===== src/rtl/mopa_unit.sv =====
// Outer-product accumulate engine: M[i][j] +/- rs1[i]*rs2[j] over 4x4 signed 8-bit lanes,
// returned as one 4-row write. Define MOPA_SAT_EN for saturating lanes plus a sat_flag output.
module mopa_unit #(
  parameter int ROWS_PER_CYCLE = 1
) (
  input  logic             clk,
  input  logic             rst,
  input  logic             start,
  input  logic             op_sub,
  input  logic [31:0]      rs1_data,
  input  logic [31:0]      rs2_data,
  input  logic [3:0][31:0] M_in,
  output logic             busy,
  output logic             done,
  output logic [3:0][31:0] w_matrix_data_mopa,
  output logic             w_matrix_en_mopa
`ifdef MOPA_SAT_EN
  ,
  output logic             sat_flag
`endif
);

  // Row counter step and final value; with 4 rows per cycle both truncate to 0,
  // so the single CALC cycle is also the last one.
  localparam logic [1:0] ROW_STEP = 2'(ROWS_PER_CYCLE);
  localparam logic [1:0] LAST_ROW = 2'(4 - ROWS_PER_CYCLE);

  typedef enum logic [1:0] {IDLE, CALC, WRITE} state_t;

  state_t           state, state_d;
  logic [31:0]      a_q, b_q;
  logic             sub_q;
  logic [3:0][31:0] m_q;
  logic [3:0][31:0] res_q, res_d;
  logic [1:0]       row_q, row_idx;

`ifdef MOPA_SAT_EN
  logic sat_acc, sat_d;
`endif

  // Full-precision lane: sign-extended M +/- 16-bit signed product, at 17 bits.
  function automatic logic [16:0] lane_sum(input logic [7:0] m, input logic [7:0] a,
                                           input logic [7:0] b, input logic sub);
    logic signed [15:0] prod;
    logic [16:0]        m_ext, p_ext;
    prod  = $signed({{8{a[7]}}, a}) * $signed({{8{b[7]}}, b});
    m_ext = {{9{m[7]}}, m};
    p_ext = {prod[15], prod};
    return sub ? (m_ext - p_ext) : (m_ext + p_ext);
  endfunction

  function automatic logic [7:0] lane_result(input logic [16:0] sum);
`ifdef MOPA_SAT_EN
    if ($signed(sum) > 17'sd127)  return 8'h7f;
    if ($signed(sum) < -17'sd128) return 8'h80;
`endif
    return sum[7:0];
  endfunction

`ifdef MOPA_SAT_EN
  function automatic logic lane_clamped(input logic [16:0] sum);
    return ($signed(sum) > 17'sd127) || ($signed(sum) < -17'sd128);
  endfunction
`endif

  // Rows row_q .. row_q+ROWS_PER_CYCLE-1 are recomputed from the snapshot each CALC cycle.
  always_comb begin
    // NOTE: every variable gets a default first so no path leaves it unassigned (no latch).
    res_d   = res_q;
    row_idx = row_q;
`ifdef MOPA_SAT_EN
    sat_d   = 1'b0;
`endif
    for (int k = 0; k < ROWS_PER_CYCLE; k++) begin
      row_idx = row_q + 2'(k);
      for (int j = 0; j < 4; j++) begin
        res_d[row_idx][8*j +: 8] = lane_result(lane_sum(m_q[row_idx][8*j +: 8],
                                                        a_q[8*row_idx +: 8],
                                                        b_q[8*j +: 8], sub_q));
`ifdef MOPA_SAT_EN
        sat_d = sat_d | lane_clamped(lane_sum(m_q[row_idx][8*j +: 8],
                                              a_q[8*row_idx +: 8],
                                              b_q[8*j +: 8], sub_q));
`endif
      end
    end
  end

  always_comb begin
    state_d          = state;
    busy             = 1'b0;
    done             = 1'b0;
    w_matrix_en_mopa = 1'b0;
    case (state)
      IDLE: begin
        if (start) state_d = CALC;
      end
      CALC: begin
        busy = 1'b1;
        if (row_q == LAST_ROW) state_d = WRITE;
      end
      WRITE: begin
        busy             = 1'b1;
        done             = 1'b1;
        w_matrix_en_mopa = 1'b1;
        state_d          = IDLE;
      end
      default: state_d = IDLE;
    endcase
  end

  always_ff @(posedge clk) begin
    // NOTE: reset is synchronous and active-low; the snapshot and result registers are
    // cleared too, so a mid-operation reset leaves no stale operand or result behind.
    if (!rst) begin
      state <= IDLE;
      a_q   <= '0;
      b_q   <= '0;
      sub_q <= 1'b0;
      m_q   <= '0;
      res_q <= '0;
      row_q <= '0;
`ifdef MOPA_SAT_EN
      sat_acc  <= 1'b0;
      sat_flag <= 1'b0;
`endif
    end else begin
      // NOTE: state registers use non-blocking assignments so every flop samples pre-edge values.
      state <= state_d;
      if (state == IDLE && start) begin
        a_q   <= rs1_data;
        b_q   <= rs2_data;
        sub_q <= op_sub;
        m_q   <= M_in;
        row_q <= '0;
`ifdef MOPA_SAT_EN
        sat_acc  <= 1'b0;
        sat_flag <= 1'b0;
`endif
      end
      if (state == CALC) begin
        res_q <= res_d;
        row_q <= row_q + ROW_STEP;
`ifdef MOPA_SAT_EN
        sat_acc <= sat_acc | sat_d;
        if (row_q == LAST_ROW) sat_flag <= sat_acc | sat_d;
`endif
      end
    end
  end

  assign w_matrix_data_mopa = res_q;

endmodule

===== config.mk =====
export PLATFORM = sky130hd
export DESIGN_NAME = mopa_unit
export DESIGN_NICKNAME = d
export VERILOG_FILES = /design/src/rtl/mopa_unit.sv
export SDC_FILE = /design/constraint.sdc
export NUM_CORES = 1
export LEC_CHECK = 0
export CAP_MARGIN = 25
export CORE_ASPECT_RATIO = 2
export CORE_UTILIZATION = 55
export CTS_CLUSTER_DIAMETER = 200
export DETAILED_ROUTE_END_ITERATION = 6
export PLACE_DENSITY_LB_ADDON = 0.05
export SYNTH_ARGS = -nofsm -noshare
export SYNTH_HDL_FRONTEND = slang
export SYNTH_SLANG_ARGS = --single-unit

===== constraint.sdc =====
create_clock -name clk -period 10.7 [get_ports clk]
set_clock_uncertainty 0.2 [all_clocks]
set_input_delay 1.605 -clock clk [delete_from_list [all_inputs] [get_ports clk]]
set_output_delay 1.605 -clock clk [all_outputs]
set_load 0.02 [all_outputs]

==> metrics, run 1 <==
Sw Share 0.3382; RD Place Congestion 0.8836; fin crit share 0.5833; HPWL after detailed placement about 40,000 um; Synth async-reset ratio 0; Psw ~1200 uW; Clk network pwr share 0.300; area delta synth->final 24.19%; H-tree depth 1; Critical Path Start row_q[0]$_SDFFE_PN0P_; Primary FF master, synth dfxtp_1; pin count of the biggest net entering global routing about 120; first-pass GRT wire length roughly 81,000 um; clk slew on worst S/H paths 0.07 ns; Register Area 6509 sq um; synth warn 0; CTS Hold Bufs 0; CP Capture Type flop; crit path launch type flop; outcome finished, final reports clean; Die Ht between 200 and 300 um; Synth Register Bits 325; Cell Rows 94; DR vias approximately 15,000; Worst slew margin 0.3276; core area between 30,000 and 40,000 sq um; Final Setup Violations 0; multi-input logic area 10,960 sq um; CTS tree built; Die Wd between 100 and 150 um; DRC marker count from the first detailed-route iteration around 760; share of cells above drive strength 1 0.04509; Clock Tree Buf Depth 3; min-delay src m_q[45]$_SDFFE_PN0P_; Finished Layout Cells roughly 2,800; total track usage 0.3022; Pint 2366 uW; initial core utilization 0.5606; postcts setup bufs 0; post-synth top area share 0.3524; top cells by count, synth nand2_1 (578), dfxtp_1 (325), a21boi_0 (237); IO Count roughly 330; initial antenna violation count 2; EDFF count, synth 0; WL/cell 18.76 um; crit-path max FO between 40 and 50; hold path cells 2; Residual DRC 0; Overflow after GRT 0; worst slew pin tran a little over 1 ns; endpoints failing hold 0; Synth cell types 40; die area roughly 34,000 sq um; Post-Route WL approximately 53,000 um; syn avg cell area about 8.7 sq um; Pre-antenna DRT Iters 4; Buffers on Ports roughly 330; Peak VDD IR approximately 150 uV; Syn Inst Count 2,115; Syn Nets 2,479; Achievable Freq between 150 and 200 MHz; sequential share of power 0.384; LEAKAGE around 0.0094 uW; sequential fraction of the synthesis area 0.3524; FF-to-FF path depth 16; count leader, synth nand2_1; vias in the first global route 14,960; max_cap viols 0; Via-to-Cell Ratio 5.442; Inserted Clock Buffers 29; Logic pwr share 0.315; Setup TNS 0 ns; Fillers between 2,000 and 3,000; power density cells between 150 and 200 nW/um^2; critical path arrival between 6 and 7 ns; clock sink count between 300 and 400; FF-to-FF Start row_q[0]$_SDFFE_PN0P_; RSZ-0062 raised after global routing false; Period minus WS final around 6.2 ns; Final Net Count 2,718; Cell Area, Synth between 15,000 and 20,000 sq um; worst-skew pair later-pin latency about 0.58 ns; worst hold path class flop to flop; largest area contributor in the netlist dfxtp_1; ANT nets after route 0; CTS root buf clkbuf_16; Setup CP Type flop to flop; CTS resizes 0; Slew Limit Fails 0; WP data required about 11 ns; placed cells around 2,800; synth top area cells dfxtp_1 (35%), nand2_1 (12%), a21boi_0 (9.6%)
[routing by layer]
layer | vias to the layer above | GRT usage | part of all wire
li1 | 7429 | - | -
met5 | - | 0 | 0.00025
met1 | 7269 | 0.3203 | 0.36
met3 | 114 | 0.03000 | 0.040
met4 | 2 | 0.1702 | 0.058
met2 | 457 | 0.5797 | 0.54
[stage by stage]
step	area (sq um)	worst slack, ns	util	hold WS, ns	power [uW]
CTS	22900	4.488	0.6953	0.2655	3578
global route	22930	4.181	0.6962	0.2824	3742
global placement	21820	4.595	0.6626	0.2503	2470
finish	22930	4.459	0.6962	0.2631	3575
floorplan	18460	5.173	-	0.2386	2087
detailed placement	21930	4.489	0.6660	0.2564	2508
[state kept, by name (all words and copies together), names as in the netlist]
name                cells
m_q                   128
w_matrix_data_mopa    128
a_q                    32
b_q                    32
row_q                   2
state                   2
sub_q                   1
[layout by cell type, fill, tap and decap left out, types with 7 or more instances in the layout]
master	n
clkbuf_16	29
mux4_2	38
a21boi_0	237
clkbuf_1	7
dfxtp_1	323
o211a_1	36
fa_1	52
nand2_1	577
nand3_1	31
inv_1	125
and2_1	141
o21ai_0	63
nor2b_1	13
xnor2_1	70
buf_4	10
clkdlybuf4s50_1	325
nand4_1	12
ha_1	116
xnor3_1	8
xor2_1	22
o211ai_1	16
a21oi_1	29
a31oi_1	12
a21o_1	11
[power groups by stage]
stage / combinational [uW] / clock, uW / sequential, uW
after floorplan: 669 / 0 / 1420
after global placement: 1070 / 0 / 1400
after detailed placement: 1110 / 0 / 1400
after CTS: 1120 / 1090 / 1370
after global routing: 1220 / 1140 / 1380
final: 1130 / 1070 / 1370
[final cells by class]
class | count | area share
antenna | 1 | 0.0001091
clock buffer | 41 | 0.03580
clock inverter | 9 | 0.006221
inverter | 125 | 0.02046
multi-input combinational | 1531 | 0.4782
sequential | 325 | 0.2839
tap | 432 | 0.02358
timing repair buffer | 342 | 0.1518
[final timing paths]
check	to	slack, ns
max reg2reg	w_matrix_data_mopa[102]$_SDFFE_PN0P_	4.46
min reg2reg	m_q[45]$_SDFFE_PN0P_	0.26
max	w_matrix_data_mopa[102]$_SDFFE_PN0P_	4.46
min	m_q[45]$_SDFFE_PN0P_	0.26
[worst max-delay path, cell delays in order (launching register included)]
cell and delay, ns:
dfxtp_2 0.40, buf_4 0.54, mux4_2 0.84, and2_1 0.28, fa_1 0.39, fa_1 0.49
ha_1 0.30, inv_1 0.05, fa_1 0.52, fa_1 0.53, and2_1 0.18, a21oi_1 0.18
xor2_1 0.21, ha_1 0.32, xnor2_1 0.43, nand2_1 0.09, a21boi_0 0.18
[cells by family (layout without fill, tap and decap cells)]
| family | Yosys count | after routing | share of synthesized area |
|---|---|---|---|
| simple gates | 798 | 798 | 0.1894 |
| compound gates | 418 | 418 | 0.1621 |
| flops | 325 | 325 | 0.3524 |
| buf+inv | 259 | 517 | 0.05429 |
| fa+ha+maj | 168 | 168 | 0.1350 |
| xor+xnor | 101 | 101 | 0.05429 |
| mux | 46 | 46 | 0.05252 |
| other cells | 0 | 1 | 0 |
Note: power is estimated with default switching activity, not from simulation.
==> run 2, diff against run 1 <==
--- a/config.mk
+++ b/config.mk
@@ -7,7 +7,7 @@
 export LEC_CHECK = 0
 export CAP_MARGIN = 25
 export CORE_ASPECT_RATIO = 2
-export CORE_UTILIZATION = 55
+export CORE_UTILIZATION = 54
 export CTS_CLUSTER_DIAMETER = 200
 export DETAILED_ROUTE_END_ITERATION = 6
 export PLACE_DENSITY_LB_ADDON = 0.05
==> constraint.sdc (replaced) <==
create_clock -name clk -period 6.5 [get_ports clk]
set_clock_uncertainty 0.2 [all_clocks]
set_input_delay 0.975 -clock clk [delete_from_list [all_inputs] [get_ports clk]]
set_output_delay 0.975 -clock clk [all_outputs]
set_load 0.02 [all_outputs]
==> run 2 against run 1 <==
  * Die area rose by 1.8%
  * Critical path depth did not move
  * Count of clock-buffer cells in the layout fell by 1
  * Combinational power rose by 62%
  * Wire length fell by 0.82%
  * Via count fell by 0.11%
  * Utilization fell by 1.1 points
  * Worst hold slack improved by 0.0011 ns
==> metrics, run 2 (synthesis gave the netlist of run 1 again) <==
outcome finished, final reports clean; Via-to-Cell Ratio 5.402 (-0.75%); clock sink count 325 (unchanged); CTS root buf clkbuf_16; H-tree depth 1 (unchanged); Post-Route WL 52,200 um (-0.82%); initial antenna violation count 9 (+7); total track usage 0.2982 (-0.004082); share of cells above drive strength 1 0.04876 (+0.003669); multi-input logic area 10,960 sq um (about the same); Die Wd 132.7 um (+0.91%); worst hold path class flop to flop; critical path arrival 6.44 ns (-0.10 ns); CP Capture Type flop; Overflow after GRT 0 (unchanged); WL/cell 18.48 um (-1.5%); Setup TNS 0 ns (unchanged); crit path launch type flop; FF-to-FF path depth 16 (unchanged); Fillers 2,742 (+1.4%); clk slew on worst S/H paths 0.07 ns (about the same); power density cells 257.7 nW/um^2 (+65%); worst setup path end w_matrix_data_mopa[39]$_SDFFE_PN0P_; Critical Path Start row_q[0]$_SDFFE_PN0P_; Register Area 6509 sq um (unchanged); initial core utilization 0.5488 (-0.01178); LEAKAGE 0.009447 uW (+0.36%); Achievable Freq 163.0 MHz (+1.7%); Die Ht 263.5 um (+0.91%); endpoints failing hold 0 (unchanged); commonest non-fill, non-tap cells in the layout nand2_1 (577), clkdlybuf4s50_1 (325), dfxtp_1 (323), a21boi_0 (237), and2_1 (141); vias in the first global route 14,970 (+0.087%); HPWL after detailed placement 39,540 um (-1.6%); Setup CP Type flop to flop; WP data required 6.81 ns (-4.19 ns); DRC marker count from the first detailed-route iteration 841 (+11%); pin count of the biggest net entering global routing 142 (+23%); worst-skew pair later-pin latency 0.59 ns (about the same); Worst slew margin 0.3512 (+0.02351); most common cell after layout, fill and taps aside nand2_1; fin crit share 0.9440 (+0.3607); CTS tree built; die area 34,980 sq um (+1.8%); ANT nets after route 0 (unchanged); Final Net Count 2,721 (+0.11%); crit-path max FO 32 (-22%); max_cap viols 0 (unchanged); Slew Limit Fails 0 (unchanged); Final Setup Violations 0 (unchanged); IO Count 327 (unchanged); DR vias 15,250 (-0.11%); Buffers on Ports 326 (unchanged); Clock Tree Buf Depth 3 (unchanged); core area 33,640 sq um (+2.1%); FF-to-FF Start row_q[0]$_SDFFE_PN0P_; Residual DRC 0 (unchanged); area delta synth->final 24.80%; first-pass GRT wire length 80,620 um (-0.42%); Inserted Clock Buffers 30 (+3.4%); worst slew pin tran 0.9663 ns (-0.04221 ns); Pre-antenna DRT Iters 5 (+1); Peak VDD IR 224.2 uV (+50%); RSZ-0062 raised after global routing false; Cell Rows 95 (+1.1%); fin util 0.6849 (-0.01128); R2R Setup Slk 0.36 ns (-4.09 ns); worst r2r dst w_matrix_data_mopa[39]$_SDFFE_PN0P_; Period minus WS final 6.136 ns (-0.1050 ns); RD Place Congestion 0.8576 (-2.9%)
-- run 2: cell count changes in the layout (fill, tap and decap cells not counted), sizes merged --
cell / previous run / this run
buf: 17 / 19
clkinv: 5 / 8
clkinvlp: 0 / 2
clkbuf: 41 / 40
diode: 1 / 9
-- run 2: worst min-delay path by stage --
stage / endpoint / cells after the start / startpoint / slack (ns)
2_1_floorplan: a_q[11]$_SDFFE_PN0P_ / 2 / a_q[11]$_SDFFE_PN0P_ / 0.24
3_3_place_gp: m_q[88]$_SDFFE_PN0P_ / 2 / m_q[88]$_SDFFE_PN0P_ / 0.25
3_5_place_dp: m_q[103]$_SDFFE_PN0P_ / 2 / m_q[103]$_SDFFE_PN0P_ / 0.26
4_1_cts: m_q[103]$_SDFFE_PN0P_ / 2 / m_q[103]$_SDFFE_PN0P_ / 0.27
5_1_grt: m_q[90]$_SDFFE_PN0P_ / 2 / m_q[90]$_SDFFE_PN0P_ / 0.28
6_report: m_q[42]$_SDFFE_PN0P_ / 2 / m_q[42]$_SDFFE_PN0P_ / 0.26
-- run 2: routing by layer --
layer	routed length [um]	share of wire	track usage
met5	0	0	0
met4	2923	0.056	0.1796
met3	2097	0.040	0.03216
met2	28060	0.54	0.5529
met1	19120	0.37	0.3206
-- run 2: where the power goes --
part	switching (uW)	internal, uW
logic	1080	743
clock network	813	1040
registers	112	2150
total	2010	3930
-- run 2: critical path, stage by stage (launching register included) --
cell      delay, ns
dfxtp_2        0.71
mux4_2         0.91
and2_1         0.32
fa_1           0.45
fa_1           0.49
ha_1           0.30
inv_1          0.06
fa_1           0.59
inv_1          0.06
ha_1           0.29
a21o_1         0.16
a21oi_1        0.17
xnor2_1        0.14
xnor3_1        0.42
xnor3_1        0.44
nand4_1        0.18
o211ai_1       0.14
-- run 2: area by class of cell --
type / instances / share of cell area
Timing Repair Buffer: 344 / 0.1519
Clock inverter: 14 / 0.008526
Sequential cell: 325 / 0.2825
Inverter: 125 / 0.02036
Clock buffer: 40 / 0.03639
Antenna cell: 9 / 0.0009775
Tap cell: 436 / 0.02368
Multi-Input combinational cell: 1531 / 0.4757
-- run 2: through the flow --
stage | instance area, sq um | total power (uW) | worst slack [ns] | instances | hold WS (ns)
2_1_floorplan | 18460 | 3435 | 0.9734 | 2115 | 0.2386
3_3_place_gp | 21870 | 4061 | 0.3173 | 2756 | 0.2493
3_5_place_dp | 21900 | 4105 | 0.2240 | 2758 | 0.2562
4_1_cts | 22940 | 5942 | 0.2016 | 2812 | 0.2658
5_1_grt | 23040 | 6222 | 0.02838 | 2824 | 0.2834
6_report | 23040 | 5938 | 0.3641 | 2824 | 0.2641
-- run 2: what timing repair did --
| action | CTS | global route |
|---|---|---|
| hold buffers | 0 | 0 |
| setup endpoints to repair | 0 | 6 |
| setup buffers | 0 | 0 |
| resized for setup | 0 | 1 |
